<file path="src/rtl/ysyx_24100006_pipe_ctrl.sv">
// Front-end flush/stall/redirect scheduler: arbitrates trap, branch and fence.i
// redirects, sequences the fence.i drain/I-cache-invalidate, and detects load-use stalls.
module ysyx_24100006_pipe_ctrl #(
    parameter int ADDR_W = 32,
    parameter int RIDX_W = 4
) (
    input  logic              clock,
    input  logic              reset,
    input  logic              wb_trap_valid,
    input  logic [ADDR_W-1:0] wb_trap_pc,
    input  logic              ex_br_valid,
    input  logic [ADDR_W-1:0] ex_br_pc,
    input  logic              ex_fencei,
    input  logic [ADDR_W-1:0] ex_pc_add_4,
    input  logic              lsu_idle,
    input  logic              ic_flush_done,
    input  logic              id_valid,
    input  logic [RIDX_W-1:0] id_rs1,
    input  logic [RIDX_W-1:0] id_rs2,
    input  logic              ex_valid,
    input  logic              ex_is_load,
    input  logic [RIDX_W-1:0] ex_rd,
    output logic              flush_if_id,
    output logic              flush_id_ex,
    output logic              redirect_valid,
    output logic [ADDR_W-1:0] redirect_pc,
    output logic              hold_id,
    output logic              bubble_ex,
    output logic              fetch_stall,
    output logic              ic_flush_req
);

    localparam logic [1:0] S_IDLE    = 2'd0;
    localparam logic [1:0] S_DRAIN   = 2'd1;
    localparam logic [1:0] S_ICFLUSH = 2'd2;
    localparam logic [1:0] S_RESTART = 2'd3;

    logic [1:0]        state_q, state_d;
    logic [ADDR_W-1:0] ret_pc_q, ret_pc_d;
    logic              load_use;

    assign load_use = id_valid & ex_valid & ex_is_load & (ex_rd != '0) &
                      ((ex_rd == id_rs1) | (ex_rd == id_rs2));

    // Every output is gated by reset so the pipeline sees a quiet scheduler while held.
    always_comb begin
        state_d        = state_q;
        ret_pc_d       = ret_pc_q;
        flush_if_id    = 1'b0;
        flush_id_ex    = 1'b0;
        redirect_valid = 1'b0;
        redirect_pc    = '0;
        hold_id        = 1'b0;
        bubble_ex      = 1'b0;
        fetch_stall    = 1'b0;
        ic_flush_req   = 1'b0;
        if (!reset) begin
            case (state_q)
                S_IDLE: begin
                    if (wb_trap_valid) begin
                        redirect_valid = 1'b1;
                        redirect_pc    = wb_trap_pc;
                        flush_if_id    = 1'b1;
                        flush_id_ex    = 1'b1;
                    end else if (ex_br_valid) begin
                        redirect_valid = 1'b1;
                        redirect_pc    = ex_br_pc;
                        flush_if_id    = 1'b1;
                        flush_id_ex    = 1'b1;
                    end else if (ex_fencei) begin
                        flush_if_id = 1'b1;
                        flush_id_ex = 1'b1;
                        ret_pc_d    = ex_pc_add_4;
                        state_d     = S_DRAIN;
                    end else if (load_use) begin
                        hold_id   = 1'b1;
                        bubble_ex = 1'b1;
                    end
                end
                S_DRAIN: begin
                    fetch_stall = 1'b1;
                    // An older trap reaching WB abandons the fence; its return pc is dropped.
                    if (wb_trap_valid) begin
                        redirect_valid = 1'b1;
                        redirect_pc    = wb_trap_pc;
                        flush_if_id    = 1'b1;
                        flush_id_ex    = 1'b1;
                        state_d        = S_IDLE;
                    end else if (lsu_idle) begin
                        state_d = S_ICFLUSH;
                    end
                end
                S_ICFLUSH: begin
                    fetch_stall  = 1'b1;
                    ic_flush_req = 1'b1;
                    if (ic_flush_done) begin
                        state_d = S_RESTART;
                    end
                end
                default: begin
                    redirect_valid = 1'b1;
                    redirect_pc    = ret_pc_q;
                    fetch_stall    = 1'b1;
                    state_d        = S_IDLE;
                end
            endcase
        end
    end

    always_ff @(posedge clock) begin
        if (reset) begin
            state_q <= S_IDLE;
        end else begin
            state_q <= state_d;
        end
        ret_pc_q <= ret_pc_d;
    end

endmodule

</file>
<file path="config.mk">
export PLATFORM = sky130hd
export DESIGN_NAME = ysyx_24100006_pipe_ctrl
export DESIGN_NICKNAME = d
export VERILOG_FILES = /design/src/rtl/ysyx_24100006_pipe_ctrl.sv
export SDC_FILE = /design/constraint.sdc
export NUM_CORES = 1
export LEC_CHECK = 0
export CAP_MARGIN = 10
export CORE_MARGIN = 4
export CORE_UTILIZATION = 31
export DETAILED_ROUTE_END_ITERATION = 7
export GPL_TIMING_DRIVEN = 0
export PLACE_DENSITY = 0.78
export SLEW_MARGIN = 20
export SYNTH_ARGS = -nofsm -noshare
export SYNTH_HDL_FRONTEND = slang
export SYNTH_SLANG_ARGS = --single-unit
</file>
<file path="constraint.sdc">
create_clock -name clock -period 1.8 [get_ports clock]
set_input_delay 0.27 -clock clock [delete_from_list [all_inputs] [get_ports clock]]
set_output_delay 0.27 -clock clock [all_outputs]
set_load 0.02 [all_outputs]
</file>
# == Word level (Yosys, flattened, before mapping) ==
# Index checks and enable logic that the tools add are counted.
# Widths: inputs -> output; s select.
# totals
register_bits,34
input_bits,118
word_cells,55
# op_classes
eq_ne,9
n_mux,32
n_bitwise,8
reduce_logical,4
# op_table
operator,count
$mux 32,4
$pmux 32 s3,1
$mux 1,18
$mux 2,6
$reduce_and 5->1,2
$eq 4x4->1,2
$ne 2x2->1 const B,4
$pmux 2 s3,1
$and 1x1->1,4
$reduce_bool 4->1,1
$ne 3x3->1 const B,1
$not 1->1,3
$pmux 1 s3,1
$eq 2x1->1 const B,1
$eq 2x2->1 const B,1
$logic_not 2->1,1
$pmux 1 s2,1
$or 1x1->1,1

# == Longest topological paths before layout ==
# Gate-level depths: netlist of run 1.
# logic_depth
depth_word,10
mapped_depth,6
ltp_nobuf,3

# == Worst setup path before layout of run 1 ==
# OpenSTA, ideal clock, no wires.
# synth_path
path_type,register to output
start,reg state_q[1]
end,out hold_id
t_arrival_ps,2085
t_required_ps,1530
path_slack_ps,-555
stages_incl_launch_ff,6
n_path_buf,2
cell_sequence,dfxtp_1 > buf_4 > nor2_1 > nand2_1 > a2111oi_0 > buf_4
# synth_between
elab_chain_cells,3
# synth_lines
item,line_no,rtl
"start, declared",38,"logic [1:0] state_q, state_d;"
"start signal, assigned",114,state_q <= state_d;
$logic_not 2->1,--,
$mux 1 (2 in a row),--,
"end, declared",27,"output logic hold_id,"
# Every way passes these cells.

# == Worst setup path after layout of run 1 ==
# layout_path
start,reg state_q[0]
end,out redirect_pc[2]
# layout_between
elab_chain_cells,3
word_cells_on_any_way,5
cone_classes,eq/ne: 2; mux: 2; reduce/logical: 1
# layout_lines
item,line_no,rtl
"$eq 2x2->1, or another cell as far along",58,case (state_q)
$pmux 32 s3 (*),58,
$mux 32 (*),57,if (!reset) begin
"end, declared",26,"output logic [ADDR_W-1:0] redirect_pc,"
# Every way passes the cells marked *; elsewhere a longest branch is shown, timed or not.

==> run_results.csv, run 1 <==
group,metric,value,unit
finish,layout_common_cells,"102 x clkdlybuf4s50_1, 46 x buf_4, 37 x nor2_1",
run,maxCapViolCount,0,
clock_network,cts.path.max_buffers,2,
place,place_area,3755,um2
clock_network,clock_sinks,34,
finish,antenna_cells,0,
place,portBuffers,156,
route,postRouteAntennaNets,0,
pwr,irDropWorstVdd,455.4,uV
place,dp_hpwl,5.511,mm
setup_path,cp-start-kind,"flip-flop",
grt,grt_usage,0.1739,
logic_synthesis,yosysTopAreaCellShare,0.4599,
die,coreArea,6459,um2
die,io_pins,157,
pwr,p_switching,0.5948,mW
grt,grt_pass1_wl,11.32,mm
clock_network,numCtsBuffers,5,
finish,final_common_cell,"clkdlybuf4s50_1",
sta,finalHoldViolations,0,
finish,area_growth,99.16,%
sta,finalCritPeriodShare,1.069,
sta,maxSlewViolCount,0,
logic_synthesis,ys.flop_type,"edfxtp_1",
route,drc,0,
logic_synthesis,post_synth.cell_area_avg,11.94,um2
logic_synthesis,synth_area,2090,um2
setup_path,worstPathRequired,1530,ps
sta,hold_ws,441.3,ps
clock_network,htreeDepth,2,
sta,rsz0062_at_grt,"true",
run_status,failed_checks,"setup timing",
grt,grt_max_degree,33,
logic_synthesis,yosysTopAreaCell,"edfxtp_1",
pwr,power.density,593.5,nW/um2
sta,max_freq,0.5195,GHz
grt,antenna_found_initial,0,
route,totalWireLength,7.581,mm
setup_path,cp-end-kind,"output port",
pwr,p_total,2.470,mW
pwr,leakagePower,1.562,nW
sta,fin_crit,1925,ps
clock_network,cts_tree,"done",
die,die_y,90.10,um
clock_network,clk_latency,290,ps
logic_synthesis,synth-edff-count,32,
sta,finClkSkew,8.848,ps
die,die_area,8118,um2
die,fp.dieW,90.10,um
logic_synthesis,synth_nets,293,
route,drtIter0Drc,95,
grt,grt_pass1_vias,2205,
route,num_vias,2134,
sta,relSlewSlack,0.6543,
pwr,swShare,0.2408,
setup_path,r2r_cells,4,
hold_path,min_from,"wb_trap_valid",
sta,worst_slew_pin_slew,513.8,ps
pwr,p_seq_frac,0.358,
setup_path,cp_data_arrival_time,1650,ps
logic_synthesis,synthArstFlopShare,0,
finish,design_area,4161,um2
route,drt-wirelength-per-cell,17.92,um
pwr,p_int,1.875,mW
run_status,status,"finished, violations left",
clock_network,cts_root_buffer,"clkbuf_8",
logic_synthesis,ys_ff_latch,34,
logic_synthesis,yosys_warnings,0,
pwr,clockPowerShare,0.345,
pwr,p_comb_frac,0.297,
logic_synthesis,ys_seq_area_frac,0.4790,
route,dr.pass1.iters,6,
clock_network,clk_transition_reported_paths,70,ps
route,vias_per_cell,5.045,
logic_synthesis,synthTopCellsByArea,"edfxtp_1 46%, a221oi_2 12%, nor3_2 8.1%, nor2_1 6.8%, a222oi_1 6.2%",
hold_path,min_path_cells,3,
finish,post-route-util,0.6443,
grt,grt-ovfl-total,0,
logic_synthesis,netlist_instances,175,
setup_path,r2r_start,"state_q[0]",
setup_path,critPathMaxFanout,8,
sta,setup_viol,35,
sta,fin_ws,-124.8,ps
place,routabilityCongestion,0.7860,
logic_synthesis,yosysUniqueCellTypes,31,
setup_path,startpoint,"state_q[0]",
die,initial_core_util,0.3235,
finish,final_nets,463,
hold_path,hp-class,"primary input to flip-flop",
die,core.rowCount,29,
setup_path,path_class,"flip-flop to output port",
finish,drive_above_1_share,0.3526,
[state kept, by name (all words and copies together) (netlist names)]
signal    count
state_q       2
ret_pc_q     32
[routing by layer]
| metal | vias to the layer above | part of all wire | track usage |
|---|---|---|---|
| met4 | 0 | 0.018 | 0.05740 |
| met5 | - | 0 | 0 |
| met3 | 10 | 0.074 | 0.05760 |
| li1 | 1039 | - | - |
| met1 | 982 | 0.39 | 0.1958 |
| met2 | 103 | 0.52 | 0.3080 |
[cells by family after synthesis]
kind of cell,share of synthesized area
AOI/OAI and AO/OA,0.2144
buffers and inverters,0.05988
DFF,0.4790
xor gates and xnor gates,0.03353
and+or+nand+nor,0.2132
[power groups by stage]
stage	sequential, mW	combinational, mW	clock [mW]
floorplan	0.902	0.259	0
global placement	0.903	0.658	0
detailed placement	0.903	0.664	0
CTS	0.885	0.671	0.876
global route	0.887	0.776	0.905
finish	0.885	0.733	0.851
[through the flow]
| step | worst slack, ps | std cells | setup TNS (ps) |
|---|---|---|---|
| after CTS | -184.0 | 420 | -4466 |
| final | -124.8 | 423 | -3093 |
| after detailed placement | -956.5 | 408 | -47650 |
| after floorplan | 43.42 | 175 | 0 |
| after global routing | -202.2 | 423 | -5616 |
| after global placement | -960.4 | 408 | -47520 |
[path summary, 6_finish.rpt]
path                    endpoint  slack [ps]
hold / removal        state_q[0]         440
setup / recovery  redirect_pc[2]        -120
hold reg to reg       state_q[1]         790
setup reg to reg     ret_pc_q[0]         200
[worst max-delay path, stage by stage, from the launching register on]
cell	delay (ps)
dfxtp_4	370
nor4b_4	300
buf_12	190
clkbuf_16	170
a221oi_4	60
nor3_2	120
buf_4	160
[cells in the mapped netlist (2+ instances only)]
| library cell | n |
|---|---|
| nor3_2 | 17 |
| xnor2_1 | 8 |
| buf_2 | 7 |
| a21oi_1 | 2 |
| clkbuf_1 | 6 |
| nand2_1 | 2 |
| a222oi_1 | 13 |
| buf_4 | 4 |
| nand4_1 | 2 |
| nor3_1 | 4 |
| buf_6 | 3 |
| a221oi_1 | 2 |
| edfxtp_1 | 32 |
| nor2_1 | 38 |
| a221oi_2 | 17 |
| nor2b_1 | 2 |
| dfxtp_1 | 2 |
[final cells by class]
cell class	instances	area, um2
tap	77	96.34
buffer	18	166.4
sequential	34	1008
timing repair buffer	166	1595
multi-input combinational	120	1157
clock buffer	5	68.82
clock inverter	3	68.82
fill	553	2297
[what timing repair did]
item	in CTS	in global routing
cloned	0	3
pin swaps	18	36
hold buffers	0	0
hold endpoints to repair	0	0
buffers inserted	5	3
resized for setup	236	30
setup endpoints to repair	71	38
Power figures use the tool's default switching activity.
==> run 2: changes to the inputs <==
CORE_UTILIZATION = 37   (was 31)
PLACE_DENSITY = 0.87   (was 0.78)
clock period = 2.32 ns   (was 1.8 ns; I/O delays follow)
==> run 2 against run 1 <==
- the run now ends clean
- sequential power shrank 22%
- worst setup slack gained 140 ps
- global-route usage grew 2.9 points
- via count shrank 0.75%
- routed wire length shrank 3.9%
- clock skew shrank 2.5 ps
- clock power shrank 51%
- combinational power shrank 33%
- sequential share of layout area grew 2.4 points
- register-to-register slack gained 420 ps
- critical path depth is the same
==> run_results.csv, run 2 (synthesis gave the netlist of run 1 again) <==
group,metric,value,unit
finish,area_growth,79.76,%
finish,fill_cells,446,
place,place_area,3744,um2
setup_path,cp-end-kind,"output port",
route,top_layer_used,"met4",
clock_network,ctsHoldBuffers,0,
setup_path,r2r_cells,3,
sta,finalHoldViolations,0,
sta,finClkSkew,6.349,ps
die,initial_core_util,0.3795,
sta,setup_viol,0,
place,portBuffers,156,
sta,fin_ws,19.28,ps
route,drt-wirelength-per-cell,17.72,um
grt,grt_pass1_vias,2280,
setup_path,r2r_setup_slack,620,ps
pwr,leakagePower,1.411,nW
clock_network,numCtsBuffers,5,
setup_path,timing.rr.end,"ret_pc_q[26]",
finish,multi_input_area,988.4,um2
setup_path,path_class,"primary input to output port",
sta,setup_tns,0,ps
die,fp.dieW,83.15,um
clock_network,cts.path.max_buffers,2,
grt,grt_usage,0.2028,
pwr,power.density,423.1,nW/um2
clock_network,cts_root_buffer,"clkbuf_8",
die,io_pins,157,
sta,worst_slew_pin_slew,768.5,ps
finish,final_common_cell,"clkdlybuf4s50_1",
grt,grt-ovfl-total,0,
setup_path,worstPathRequired,1970,ps
setup_path,cp_data_arrival_time,1950,ps
grt,grt_pass1_wl,11.36,mm
setup_path,critPathMaxStageDelay,480,ps
die,core.rowCount,27,
clock_network,clk_latency,280,ps
grt,antenna_found_initial,0,
route,drc,0,
place,dp_hpwl,5.553,mm
run,maxCapViolCount,0,
clock_network,cts_tree,"done",
sta,hold_ws,604.8,ps
place,routabilityCongestion,0.8973,
setup_path,critPathMaxFanout,2,
finish,largest_reg_flops,32,
setup_path,r2r_start,"state_q[1]",
grt,grt_max_degree,33,
sta,finalCritPeriodShare,0.9917,
pwr,p_total,1.589,mW
route,vias_per_cell,5.153,
hold_path,min_path_cells,3,
finish,antenna_cells,0,
die,die_area,6914,um2
route,dr_wl_met2,3.856,mm
route,postRouteAntennaNets,0,
sta,relSlewSlack,0.4877,
finish,regArea,1001,um2
place,place_ws,-660.6,ps
setup_path,cp-start-kind,"primary input",
setup_path,crit_path_top_delay_cell,"clkdlybuf4s50_1",
route,dr.pass1.iters,5,
route,num_vias,2118,
finish,final_nets,456,
route,wl_met3,474,um
sta,maxSlewViolCount,0,
finish,design_area,3756,um2
hold_path,hp-class,"flip-flop to flip-flop",
setup_path,crit_chain,"clkdlybuf4s50_1, xnor2_1, nand4_1, a2111oi_4, buf_4, clkdlybuf4s15_2",
setup_path,startpoint,"id_rs2[3]",
clock_network,clock_sinks,34,
finish,top_regs,"ret_pc_q (32), state_q (2)",
route,totalWireLength,7.284,mm
sta,max_freq,0.4346,GHz
finish,top_register,"ret_pc_q",
route,drt-met1-wl,2.919,mm
pwr,irDropWorstVdd,376.9,uV
clock_network,htreeDepth,2,
sta,fin_crit,2301,ps
clock_network,clk_transition_reported_paths,70,ps
route,drtIter0Drc,106,
die,die_y,83.15,um
run_status,status,"completed",
die,coreArea,5507,um2
finish,drive_above_1_share,0.2773,
finish,layout_common_cells,"111 x clkdlybuf4s50_1, 38 x nor2_1, 32 x edfxtp_1",
setup_path,crit_path_end,"hold_id",
run 2: what timing repair did:
action                                  4_1_cts  5_1_grt
setup buffers                                 1        0
endpoints found under the setup margin       39       10
gates resized for setup                     138        8
pin swaps                                     3        1
run 2: how the worst min path moves through the flow:
stage	from	endpoint	slack, ps
final	state_q[0]	state_q[1]	600
after detailed placement	state_q[0]	state_q[1]	600
after CTS	ex_br_valid	state_q[0]	600
after global routing	ex_pc_add_4[14]	ret_pc_q[14]	610
after global placement	state_q[0]	state_q[1]	590
after floorplan	ex_pc_add_4[0]	ret_pc_q[0]	450
run 2: final cells by class:
cell class	count	area share
plain buffers	20	0.03897
clock buffers	5	0.01832
multi-input cells	120	0.2632
repair buffers	157	0.3847
flip-flops and latches	34	0.2665
clock inverters	3	0.004330
well taps	72	0.02398
run 2: per-stage QoR:
| step | instances | utilization |
|---|---|---|
| 2_1_floorplan | 175 | - |
| 3_3_place_gp | 403 | 0.6796 |
| 3_5_place_dp | 403 | 0.6798 |
| 4_1_cts | 412 | 0.6817 |
| 5_1_grt | 411 | 0.6821 |
| 6_report | 411 | 0.6821 |
run 2: per-layer routing:
layer / GRT usage / up-vias
met3: 0.06151 / 4
met4: 0.02675 / 0
met5: 0 / -
met2: 0.3681 / 89
met1: 0.2408 / 1005
li1: - / 1020
run 2: report_power, final:
group / switching (mW) / internal [mW] / leakage (nW)
Sequential: 0.00315 / 0.684 / 0.307
Combinational: 0.201 / 0.288 / 1.06
Clock: 0.207 / 0.205 / 0.0416
run 2: worst max-delay path, delay by kind of cell:
family / cells / cell delay [ps]
xor+xnor: 1 / 130
compound gates: 1 / 410
buf+inv: 3 / 900
simple gates: 1 / 150
==> run 3: changes to the inputs <==
CAP_MARGIN = unset   (was 10)
MAX_ROUTING_LAYER = met4   (was unset)
==> run 3 against run 2 <==
- sequential share of layout area did not move
- critical path depth did not move
- register-to-register slack barely moved
- largest cell class unchanged
==> run_results.csv, run 3 (synthesis gave the netlist of run 1 again) <==
group,metric,value,unit
grt,grt_pass1_wl,11.36,mm
pwr,p_comb_frac,0.308,
route,num_vias,2109,
grt,grt_pass1_vias,2285,
clock_network,cts_tree,"done",
grt,grt_max_degree,33,
route,drtIter0Drc,104,
sta,fin_ws,4.664,ps
clock_network,htreeDepth,2,
finish,largest_reg_flops,32,
route,vias_per_cell,5.131,
sta,max_freq,0.4319,GHz
finish,top_regs,"ret_pc_q (32), state_q (2)",
finish,design_area,3756,um2
finish,area_growth,79.76,%
sta,worst_slew_pin_slew,774.2,ps
clock_network,clk_latency,280,ps
finish,antenna_cells,0,
clock_network,numCtsBuffers,5,
setup_path,cp_data_arrival_time,1970,ps
clock_network,cts.path.max_buffers,2,
pwr,p_int,1.178,mW
grt,antenna_found_initial,0,
pwr,p_seq_frac,0.433,
route,totalWireLength,7.250,mm
pwr,swShare,0.2580,
sta,maxSlewViolCount,0,
grt,grt_usage,0.2085,
place,dp_hpwl,5.553,mm
clock_network,clock_sinks,34,
route,drt-wirelength-per-cell,17.64,um
die,coreArea,5507,um2
place,routabilityCongestion,0.9126,
setup_path,path_class,"primary input to output port",
clock_network,clk_transition_reported_paths,70,ps
place,place_ws,-660.6,ps
pwr,power.density,422.6,nW/um2
clock_network,cts_root_buffer,"clkbuf_8",
die,die_area,6914,um2
run_status,status,"completed",
pwr,clockPowerShare,0.259,
die,core.rowCount,27,
die,io_pins,157,
setup_path,worstPathRequired,1970,ps
finish,top_register,"ret_pc_q",
route,drc,0,
sta,finalCritPeriodShare,0.9980,
setup_path,r2r_setup_slack,620,ps
grt,grt-ovfl-total,0,
finish,final_common_cell,"clkdlybuf4s50_1",
finish,final_nets,456,
setup_path,critPathMaxFanout,2,
sta,fin_crit,2315,ps
route,dr.pass1.iters,5,
sta,finClkSkew,5.057,ps
pwr,leakagePower,1.411,nW
hold_path,hp-class,"flip-flop to flip-flop",
place,portBuffers,156,
clock_network,ctsHoldBuffers,0,
finish,drive_above_1_share,0.2773,
place,place_area,3744,um2
die,initial_core_util,0.3795,
sta,finalHoldViolations,0,
sta,setup_viol,0,
pwr,p_switching,0.4096,mW
die,die_y,83.15,um
setup_path,cp-start-kind,"primary input",
pwr,irDropWorstVdd,377.0,uV
run,maxCapViolCount,0,
setup_path,cp-end-kind,"output port",
sta,relSlewSlack,0.4838,
route,postRouteAntennaNets,0,
finish,layout_common_cells,"111 x clkdlybuf4s50_1, 38 x nor2_1, 32 x edfxtp_1",
die,fp.dieW,83.15,um
run 3: area by class of cell:
class,count,area [um2]
clock buffers,5,68.82
repair buffers,157,1445
multi-input cells,120,988.4
clock inverters,3,16.27
fillers,446,1750
plain buffers,20,146.4
well taps,72,90.09
flip-flops and latches,34,1001
run 3: final timing paths:
kind	startpoint	end	cells after the start
max reg2reg	state_q[1]	ret_pc_q[26]	3
min reg2reg	state_q[0]	state_q[1]	3
max	id_rs2[3]	hold_id	6
min	state_q[0]	state_q[1]	3
run 3: what timing repair did:
item / in CTS / in global routing
gates resized for setup: 138 / 8
endpoints found under the setup margin: 39 / 10
setup buffers: 1 / 0
cloned: 0 / 0
pin swaps: 3 / 1
run 3: per-stage QoR:
step	power (mW)	instances	setup TNS (ps)	hold WS, ps	utilization
final	1.587	411	0	604.4	0.6821
after global routing	1.668	411	-27.46	606.8	0.6821
after CTS	1.605	412	-2.999	598.9	0.6817
after detailed placement	1.217	403	-20360	596.5	0.6798
after global placement	1.207	403	-34150	590.3	0.6796
after floorplan	0.9008	175	0	446.9	-
run 3: routing by layer:
layer / up-vias / share of wire / wire, um / track usage
li1: 1018 / - / - / -
met1: 989 / 0.40 / 2927 / 0.2452
met2: 98 / 0.52 / 3800 / 0.3681
met3: 4 / 0.067 / 488 / 0.05456
met4: 0 / 0.0046 / 33 / 0.02675
met5: - / 0 / 0 / -
run 3: worst max-delay path, stage by stage:
cell	delay, ps
clkdlybuf4s50_1	490
xnor2_1	140
nand4_1	160
a2111oi_4	410
buf_4	170
clkdlybuf4s15_2	250
run 3: power groups by stage:
stage               Clock, mW  Combinational [mW]  Sequential, mW
floorplan                   0               0.200           0.700
global placement            0               0.507           0.701
detailed placement          0               0.516           0.701
CTS                     0.426               0.492           0.687
global route            0.458               0.522           0.688
finish                  0.411               0.489           0.687
